$ cat src/rtl/des_pkg.sv
// Shared DES constants: widths, engine state encoding, permutation and S-box tables.
// Tables hold the standard 1-based DES bit numbers; helpers map them onto [0:N-1] vectors.
package des_pkg;

    localparam int unsigned BLOCK_W  = 64;
    localparam int unsigned HALF_W   = 32;
    localparam int unsigned SUBKEY_W = 48;
    localparam int unsigned ROUNDS   = 16;
    localparam int unsigned N_SBOX   = 8;

    typedef enum logic [1:0] {
        ST_IDLE,
        ST_ROUND,
        ST_FINAL
    } state_t;

    localparam int unsigned IP_TBL [0:63] = '{
        58, 50, 42, 34, 26, 18, 10,  2,
        60, 52, 44, 36, 28, 20, 12,  4,
        62, 54, 46, 38, 30, 22, 14,  6,
        64, 56, 48, 40, 32, 24, 16,  8,
        57, 49, 41, 33, 25, 17,  9,  1,
        59, 51, 43, 35, 27, 19, 11,  3,
        61, 53, 45, 37, 29, 21, 13,  5,
        63, 55, 47, 39, 31, 23, 15,  7
    };

    localparam int unsigned FP_TBL [0:63] = '{
        40,  8, 48, 16, 56, 24, 64, 32,
        39,  7, 47, 15, 55, 23, 63, 31,
        38,  6, 46, 14, 54, 22, 62, 30,
        37,  5, 45, 13, 53, 21, 61, 29,
        36,  4, 44, 12, 52, 20, 60, 28,
        35,  3, 43, 11, 51, 19, 59, 27,
        34,  2, 42, 10, 50, 18, 58, 26,
        33,  1, 41,  9, 49, 17, 57, 25
    };

    localparam int unsigned E_TBL [0:47] = '{
        32,  1,  2,  3,  4,  5,
         4,  5,  6,  7,  8,  9,
         8,  9, 10, 11, 12, 13,
        12, 13, 14, 15, 16, 17,
        16, 17, 18, 19, 20, 21,
        20, 21, 22, 23, 24, 25,
        24, 25, 26, 27, 28, 29,
        28, 29, 30, 31, 32,  1
    };

    localparam int unsigned P_TBL [0:31] = '{
        16,  7, 20, 21, 29, 12, 28, 17,
         1, 15, 23, 26,  5, 18, 31, 10,
         2,  8, 24, 14, 32, 27,  3,  9,
        19, 13, 30,  6, 22, 11,  4, 25
    };

    // Each box is four 16-entry rows laid end to end: entry = row*16 + column.
    localparam int unsigned SBOX [0:7][0:63] = '{
        '{14,  4, 13,  1,  2, 15, 11,  8,  3, 10,  6, 12,  5,  9,  0,  7,
           0, 15,  7,  4, 14,  2, 13,  1, 10,  6, 12, 11,  9,  5,  3,  8,
           4,  1, 14,  8, 13,  6,  2, 11, 15, 12,  9,  7,  3, 10,  5,  0,
          15, 12,  8,  2,  4,  9,  1,  7,  5, 11,  3, 14, 10,  0,  6, 13},
        '{15,  1,  8, 14,  6, 11,  3,  4,  9,  7,  2, 13, 12,  0,  5, 10,
           3, 13,  4,  7, 15,  2,  8, 14, 12,  0,  1, 10,  6,  9, 11,  5,
           0, 14,  7, 11, 10,  4, 13,  1,  5,  8, 12,  6,  9,  3,  2, 15,
          13,  8, 10,  1,  3, 15,  4,  2, 11,  6,  7, 12,  0,  5, 14,  9},
        '{10,  0,  9, 14,  6,  3, 15,  5,  1, 13, 12,  7, 11,  4,  2,  8,
          13,  7,  0,  9,  3,  4,  6, 10,  2,  8,  5, 14, 12, 11, 15,  1,
          13,  6,  4,  9,  8, 15,  3,  0, 11,  1,  2, 12,  5, 10, 14,  7,
           1, 10, 13,  0,  6,  9,  8,  7,  4, 15, 14,  3, 11,  5,  2, 12},
        '{ 7, 13, 14,  3,  0,  6,  9, 10,  1,  2,  8,  5, 11, 12,  4, 15,
          13,  8, 11,  5,  6, 15,  0,  3,  4,  7,  2, 12,  1, 10, 14,  9,
          10,  6,  9,  0, 12, 11,  7, 13, 15,  1,  3, 14,  5,  2,  8,  4,
           3, 15,  0,  6, 10,  1, 13,  8,  9,  4,  5, 11, 12,  7,  2, 14},
        '{ 2, 12,  4,  1,  7, 10, 11,  6,  8,  5,  3, 15, 13,  0, 14,  9,
          14, 11,  2, 12,  4,  7, 13,  1,  5,  0, 15, 10,  3,  9,  8,  6,
           4,  2,  1, 11, 10, 13,  7,  8, 15,  9, 12,  5,  6,  3,  0, 14,
          11,  8, 12,  7,  1, 14,  2, 13,  6, 15,  0,  9, 10,  4,  5,  3},
        '{12,  1, 10, 15,  9,  2,  6,  8,  0, 13,  3,  4, 14,  7,  5, 11,
          10, 15,  4,  2,  7, 12,  9,  5,  6,  1, 13, 14,  0, 11,  3,  8,
           9, 14, 15,  5,  2,  8, 12,  3,  7,  0,  4, 10,  1, 13, 11,  6,
           4,  3,  2, 12,  9,  5, 15, 10, 11, 14,  1,  7,  6,  0,  8, 13},
        '{ 4, 11,  2, 14, 15,  0,  8, 13,  3, 12,  9,  7,  5, 10,  6,  1,
          13,  0, 11,  7,  4,  9,  1, 10, 14,  3,  5, 12,  2, 15,  8,  6,
           1,  4, 11, 13, 12,  3,  7, 14, 10, 15,  6,  8,  0,  5,  9,  2,
           6, 11, 13,  8,  1,  4, 10,  7,  9,  5,  0, 15, 14,  2,  3, 12},
        '{13,  2,  8,  4,  6, 15, 11,  1, 10,  9,  3, 14,  5,  0, 12,  7,
           1, 15, 13,  8, 10,  3,  7,  4, 12,  5,  6, 11,  0, 14,  9,  2,
           7, 11,  4,  1,  9, 12, 14,  2,  0,  6, 10, 13, 15,  3,  5,  8,
           2,  1, 14,  7,  4, 10,  8, 13, 15, 12,  9,  0,  3,  5,  6, 11}
    };

    function automatic logic [0:63] ip_perm(input logic [0:63] d);
        logic [0:63] o;
        for (int unsigned i = 0; i < 64; i++) o[6'(i)] = d[6'(IP_TBL[6'(i)] - 1)];
        return o;
    endfunction

    function automatic logic [0:63] fp_perm(input logic [0:63] d);
        logic [0:63] o;
        for (int unsigned i = 0; i < 64; i++) o[6'(i)] = d[6'(FP_TBL[6'(i)] - 1)];
        return o;
    endfunction

    function automatic logic [0:47] e_expand(input logic [0:31] d);
        logic [0:47] o;
        for (int unsigned i = 0; i < 48; i++) o[6'(i)] = d[5'(E_TBL[6'(i)] - 1)];
        return o;
    endfunction

    function automatic logic [0:31] p_perm(input logic [0:31] d);
        logic [0:31] o;
        for (int unsigned i = 0; i < 32; i++) o[5'(i)] = d[5'(P_TBL[5'(i)] - 1)];
        return o;
    endfunction

    // Outer bits {g[0], g[5]} pick the row, inner g[1:4] the column.
    function automatic logic [0:3] sbox_lookup(input int unsigned box, input logic [0:5] g);
        logic [31:0] v;
        v = SBOX[3'(box)][{g[0], g[5], g[1:4]}];
        return v[3:0];
    endfunction

endpackage

$ cat src/rtl/des_round_engine_if.sv
// Handshake and data bus between the requester/key schedule side and the DES round engine.
interface des_round_engine_if;
    import des_pkg::*;

    logic                  start;
    logic [0:BLOCK_W-1]    data_in;
    logic [0:SUBKEY_W-1]   subkey;
    logic                  subkey_valid;
    logic                  key_start;
    logic                  busy;
    logic                  done;
    logic [0:BLOCK_W-1]    data_out;

    modport master (
        output start, data_in, subkey, subkey_valid,
        input  key_start, busy, done, data_out
    );

    modport slave (
        input  start, data_in, subkey, subkey_valid,
        output key_start, busy, done, data_out
    );

endinterface

$ cat src/rtl/des_f_function.sv
// DES round function f(R, K): expand, key mix, eight S-boxes, P permutation. Purely combinational.
module des_f_function
    import des_pkg::*;
(
    input  logic [0:HALF_W-1]   r,
    input  logic [0:SUBKEY_W-1] k,
    output logic [0:HALF_W-1]   f
);

    logic [0:SUBKEY_W-1] x;
    logic [0:HALF_W-1]   s;

    assign x = e_expand(r) ^ k;

    for (genvar g = 0; g < N_SBOX; g++) begin : g_sbox
        assign s[g*4 +: 4] = sbox_lookup(g, x[g*6 +: 6]);
    end

    assign f = p_perm(s);

endmodule

$ cat src/rtl/des_round_engine.sv
// Iterative DES datapath: IP, sixteen Feistel rounds paced by subkey_valid, then FP with a done pulse.
module des_round_engine
    import des_pkg::*;
(
    input  logic             clk,
    input  logic             rst,
    des_round_engine_if.slave bus
);

    state_t             state;
    logic [0:HALF_W-1]  l_q;
    logic [0:HALF_W-1]  r_q;
    logic [0:HALF_W-1]  f_out;
    logic [3:0]         cnt_q;
    logic [0:BLOCK_W-1] ip_out;

    assign ip_out        = ip_perm(bus.data_in);
    assign bus.key_start = (state == ST_IDLE) && bus.start;

    des_f_function u_f (
        .r (r_q),
        .k (bus.subkey),
        .f (f_out)
    );

    always_ff @(posedge clk or negedge rst) begin
        if (!rst) begin
            state        <= ST_IDLE;
            l_q          <= '0;
            r_q          <= '0;
            cnt_q        <= '0;
            bus.data_out <= '0;
            bus.done     <= 1'b0;
            bus.busy     <= 1'b0;
        end else begin
            bus.done <= 1'b0;
            case (state)
                ST_IDLE: begin
                    if (bus.start) begin
                        l_q      <= ip_out[0:HALF_W-1];
                        r_q      <= ip_out[HALF_W:BLOCK_W-1];
                        cnt_q    <= '0;
                        bus.busy <= 1'b1;
                        state    <= ST_ROUND;
                    end
                end
                ST_ROUND: begin
                    if (bus.subkey_valid) begin
                        l_q <= r_q;
                        r_q <= l_q ^ f_out;
                        // Counter parks at the last round so it never wraps within a block.
                        if (cnt_q == 4'(ROUNDS - 1)) begin
                            state <= ST_FINAL;
                        end else begin
                            cnt_q <= cnt_q + 4'd1;
                        end
                    end
                end
                ST_FINAL: begin
                    bus.data_out <= fp_perm({r_q, l_q});
                    bus.done     <= 1'b1;
                    bus.busy     <= 1'b0;
                    state        <= ST_IDLE;
                end
                default: state <= ST_IDLE;
            endcase
        end
    end

endmodule

$ cat src/flat_wrapper.sv
// flat-port wrapper written by rule: the top's interface ports become plain ports
module des_round_engine_flat import des_pkg::*;
  (clk, rst, bus_start, bus_data_in, bus_subkey, bus_subkey_valid, bus_key_start, bus_busy, bus_done, bus_data_out);
  des_round_engine_if bus_i ();
  input  logic clk;
  input  logic rst;
  input wire logic [$bits(bus_i.start)-1:0] bus_start;
  input wire logic [$bits(bus_i.data_in)-1:0] bus_data_in;
  input wire logic [$bits(bus_i.subkey)-1:0] bus_subkey;
  input wire logic [$bits(bus_i.subkey_valid)-1:0] bus_subkey_valid;
  output wire logic [$bits(bus_i.key_start)-1:0] bus_key_start;
  output wire logic [$bits(bus_i.busy)-1:0] bus_busy;
  output wire logic [$bits(bus_i.done)-1:0] bus_done;
  output wire logic [$bits(bus_i.data_out)-1:0] bus_data_out;
  assign bus_i.start = bus_start;
  assign bus_i.data_in = bus_data_in;
  assign bus_i.subkey = bus_subkey;
  assign bus_i.subkey_valid = bus_subkey_valid;
  assign bus_key_start = bus_i.key_start;
  assign bus_busy = bus_i.busy;
  assign bus_done = bus_i.done;
  assign bus_data_out = bus_i.data_out;
  des_round_engine u_core (.clk(clk), .rst(rst), .bus(bus_i));
endmodule
$ cat config.mk
export PLATFORM = sky130hd
export DESIGN_NAME = des_round_engine_flat
export DESIGN_NICKNAME = d
export VERILOG_FILES = /design/src/rtl/des_pkg.sv /design/src/rtl/des_round_engine_if.sv /design/src/rtl/des_f_function.sv /design/src/rtl/des_round_engine.sv /design/src/flat_wrapper.sv
export SDC_FILE = /design/constraint.sdc
export NUM_CORES = 1
export LEC_CHECK = 0
export BUFFER_PORTS_ARGS = -buffer_cell sky130_fd_sc_hd__buf_2
export CAP_MARGIN = 10
export CELL_PAD_IN_SITES_DETAIL_PLACEMENT = 0
export CELL_PAD_IN_SITES_GLOBAL_PLACEMENT = 2
export CORE_MARGIN = 1
export CORE_UTILIZATION = 38
export DETAILED_ROUTE_END_ITERATION = 10
export PLACE_DENSITY = 0.85
export SLEW_MARGIN = 30
export SYNTH_ARGS = -nofsm -noshare
export SYNTH_HDL_FRONTEND = slang
export SYNTH_SLANG_ARGS = --single-unit
$ cat constraint.sdc
create_clock -name clk -period 4.9 [get_ports clk]
set_input_delay 0.735 -clock clk [delete_from_list [all_inputs] [get_ports clk]]
set_output_delay 0.735 -clock clk [all_outputs]
set_load 0.02 [all_outputs]
==> results summary <==
The run finished with clean final reports. In the final timing run, aggregate negative setup slack is 0 ps. The proportion of register bits with asynchronous set or reset after synthesis came out at 100%.

The fraction of layout instances using a drive strength above 1 came out at 26.5%. The clock transition at the registers of the reported paths came out at 70 ps. Timing would allow up to 309 MHz. The post-detailed-route via-to-cell ratio came out at 5.67. Net switching is 50.3% of the power. The fill cell total of the finished layout came out at 2898. The compound-cell area share of the yosys netlist came out at 16.5%. The total of endpoints with negative setup slack in the final report came out at 0. The synthesized area is 11200 µm². Measured against its own limit, the worst slew margin works out to 37.4%. The number of levels the H-tree was split into is 4. STA puts the critical path data required time at 5270 ps. The path class of the lowest-slack min-delay path is primary input to async pin. The number of hold violations in the final report came to 0. The tree is rooted in a clkbuf_16.

Post-CTS timing repair inserted 0 buffers for setup. The total routing resource utilization after global routing came out at 23.7%. The kind of critical path is flip-flop to flip-flop. The number of synthesized flops with an enable pin is 0. The clock arrives with 18.1 ps of skew. The remaining routing DRC violations is 0. For this design the ratio of total power to cell area is 763 nW/µm².

The multiplexer area fraction after synthesis is 15.8%. The number of violations of the max-capacitance limit came out at 0. In the final routed layout, each cell accounts on average for 20.1 µm. The signal on the critical path passes through xnor2_1, inv_1, ha_1, inv_1, nor4_1, a211oi_1, a22o_1, or4_1, nand3_1. The most frequent cell on the critical path is inv_1.

The layout-stage area growth over the synthesis result is 16.8%. The share of synthesized cell area in full adder, half adder and majority cells came out at 7.04%. The portion of the post-synthesis area used by sequential elements came out at 30.4%. The global-route wire length before repair came out at 55.9 mm.

The count of pins on the block boundary is 183. After technology mapping, the gate count stands at 1242. The number of diodes is 0. The synthesized netlist devotes 10.1% of its cell area to XOR and XNOR gates. At the end of routability-driven placement, the weighted congestion stood at 0.857. Once the floorplan was initialized, standard cells occupied 38.8% of the core.

Measured along the x axis, the die boundary spans 174 µm. The slowest cell on the critical path is xnor2_1. The worst setup path is captured at a flip-flop. The number of clock sinks seen by CTS came out at 136.

The worst setup timing slack at the placement stage is 1290 ps. The area of the placeable core came out at 28900 µm². The total via count in the routed design is 10100. The kind of cell with the highest combined delay along the critical path is simple AND/OR/NAND/NOR gates.

The number of global-route vias before repair was 9480. Summing all multi-input logic gate instances after layout gives 7360 µm². The final HPWL from detailed placement is 24.8 mm. The net count after synthesis is 1421.

The largest voltage drop on the vdd net is 0.251 mV. The synthesized design contains 136 register bits. The number of buffers and inverters on the critical path is 2.

The simple-gate portion of the synthesized area came out at 15.3%. The first-pass iteration count of the detailed router is 6. Setup repair after global routing left no endpoint under its margin.

The Yosys warning count is 0. The number of DRC markers after the initial detailed-route iteration is 839. The fraction of the cycle the final worst path needs came out at 66.0%. The post-synthesis area per instance came out at 9.02 µm². The cell area reported after detailed placement came out at 12500 µm². The routed wire length came out at 35.6 mm.

The initial antenna violation count came out at 0. The post-layout instance area is 13100 µm². The number of CTS-inserted buffers came out at 17. The final critical path time including I/O delays and setup is 3230 ps. The post-synthesis cell type count came out at 63.

Along the worst path, the maximum fanout reaches 11. The later pin in the worst-skew pair is clocked with a latency of 450 ps. The number of buffers between clock root and the deepest sink came out at 2. In the synthesized netlist the dominant register cell turns out to be dfrtp_1.

The final net count is 1556. The number of nets with antenna violations after detailed routing is 0. The part of the power in the clock network came out at 12.8%.

TritonCTS built the clock tree. The worst hold slack across all endpoints is 332 ps. Buffers placed on the I/O ports in this run total 182.

The number of cell rows is 62. The die is 174 µm tall. Per report_power, the sequential group accounts for 20.8% of the total. At the pin with the least slew margin, the transition time is 936 ps.

After synthesis, the largest family of logic cells by area is compound AO/OA/AOI/OAI gates. Combinational logic is responsible for 66.5% of the overall power. Cell internal power was estimated by the tool at 4960 µW.

The leakage power of the design came out at 0.00608 µW. The category of the worst setup path launch point is a flip-flop. In this design, the stage delay of the slowest critical-path cell is 680 ps.

The data arrival time at the worst-slack endpoint came out at 3600 ps. After global routing the overflow that remains totals 0. The net load switching power is 5030 µW. After clock tree synthesis, the repair step resized 0 gates. The max-slew violation count came out at 0. The die area came out at 30200 µm².

The quantity of hold-fixing buffers added after cts came out at 0. The area of all sequential standard cells is 3400 µm². The slack of the critical path is 1670 ps. Entering global routing, the biggest net connects 92 pins.
-- state kept, by name, indices dropped and copies added, names as in the netlist --
register / count
u_core.l_q: 32
u_core.cnt_q: 4
u_core.r_q: 32
u_core.bus.done: 1
u_core.bus.busy: 1
u_core.state: 2
u_core.bus.data_out: 64
-- cells by family (layout without fill, tap and decap cells) --
family | count (synthesis) | after routing
simple gates | 378 | 378
compound gates | 286 | 286
flops | 136 | 136
buf+inv | 134 | 282
mux | 128 | 128
xor+xnor | 117 | 117
fa+ha+maj | 63 | 63
-- final cells by class --
| class | count | share of cell area [%] |
|---|---|---|
| Clock buffer | 18 | 3.36 |
| Clock inverter | 14 | 0.889 |
| Inverter | 45 | 1.31 |
| Multi-Input combinational cell | 972 | 56.2 |
| Sequential cell | 136 | 26.0 |
| Tap cell | 384 | 3.67 |
| Timing Repair Buffer | 205 | 8.54 |
-- metal layers --
| layer | part of all wire (%) | GRT usage, % | routed length [µm] |
|---|---|---|---|
| met2 | 45 | 36.3 | 16100 |
| met1 | 47 | 33.8 | 16700 |
| met3 | 4.8 | 3.16 | 1700 |
| met5 | 0 | 0 | 0 |
| met4 | 3.0 | 9.21 | 1050 |
-- worst paths after layout --
path / from / to / slack (ps) / cells past startpoint
setup / recovery: u_core.r_q[26]$_DFFE_PN0P_ / u_core.r_q[11]$_DFFE_PN0P_ / 1670 / 9
hold / removal: rst / u_core.bus.data_out[21]$_DFFE_PN0P_ / 330 / 1
setup reg to reg: u_core.r_q[26]$_DFFE_PN0P_ / u_core.r_q[11]$_DFFE_PN0P_ / 1670 / 9
hold reg to reg: u_core.bus.data_out[40]$_DFFE_PN0P_ / u_core.bus.data_out[40]$_DFFE_PN0P_ / 500 / 1
max in group asynchronous: rst / u_core.l_q[8]$_DFFE_PN0P_ / 3410 / 2
min in group clk: u_core.bus.data_out[40]$_DFFE_PN0P_ / u_core.bus.data_out[40]$_DFFE_PN0P_ / 500 / 1
-- per-stage QoR --
step,total power [µW],std cells,utilization (%)
CTS,9990,1774,45.2
detailed placement,8660,1742,43.2
global placement,8580,1741,43.1
global route,10800,1774,45.4
finish,9990,1774,45.4
floorplan,6950,1242,-
-- power by group through the flow --
stage          registers (µW)  clock network, µW  logic (µW)
6_report                 2070               1280        6640
5_1_grt                  2130               1350        7360
4_1_cts                  2070               1300        6620
3_5_place_dp             2090                  0        6570
3_3_place_gp             2080                  0        6500
2_1_floorplan            1830                  0        5120
-- cell usage in the layout (no fill, tap or decap), types with 5 or more instances in the layout --
cell type / n
o211ai_1: 27
a211oi_1: 20
and3_1: 25
buf_4: 21
a211o_1: 5
xnor2_2: 7
mux2_2: 69
a2111oi_0: 10
inv_6: 5
ha_1: 63
mux4_2: 32
nor2_1: 95
xor2_1: 37
nor3_1: 37
o221ai_1: 6
a311oi_1: 5
clkbuf_16: 17
o311ai_0: 5
or3_1: 9
a21oi_1: 63
xor2_2: 12
a22oi_1: 5
buf_2: 181
nand2_1: 136
xnor2_1: 59
or4_1: 10
o2111ai_1: 8
mux2i_1: 27
nand4_1: 10
a31oi_1: 47
inv_1: 40
o21ai_0: 54
nand3_1: 40
dfrtp_1: 136
o22ai_1: 8
-- cells in the mapped netlist, types with 6 or more instances --
cell type / instances / share of area, %
nand4_1: 10 / 0.56
mux2i_1: 27 / 2.4
inv_1: 40 / 1.3
a2111oi_0: 10 / 0.78
xor2_1: 42 / 3.3
o211ai_1: 27 / 1.8
o22ai_1: 8 / 0.45
a211oi_1: 20 / 1.3
xnor2_1: 64 / 5.0
o221ai_1: 6 / 0.47
mux4_2: 32 / 6.4
or4_1: 10 / 0.67
a31oi_1: 47 / 2.6
nand3_1: 40 / 1.8
o2111ai_1: 8 / 0.63
o21ai_0: 54 / 2.4
buf_2: 26 / 1.2
a21oi_1: 64 / 2.9
dfrtp_1: 136 / 30
xor2_2: 7 / 1.0
ha_1: 63 / 7.0
nor2_1: 95 / 3.2
clkbuf_1: 57 / 1.9
nor3_1: 37 / 1.7
or3_1: 9 / 0.50
mux2_2: 69 / 6.9
nand2_1: 136 / 4.6
and3_1: 25 / 1.4
No activity file was read; power rests on OpenSTA's default activity.
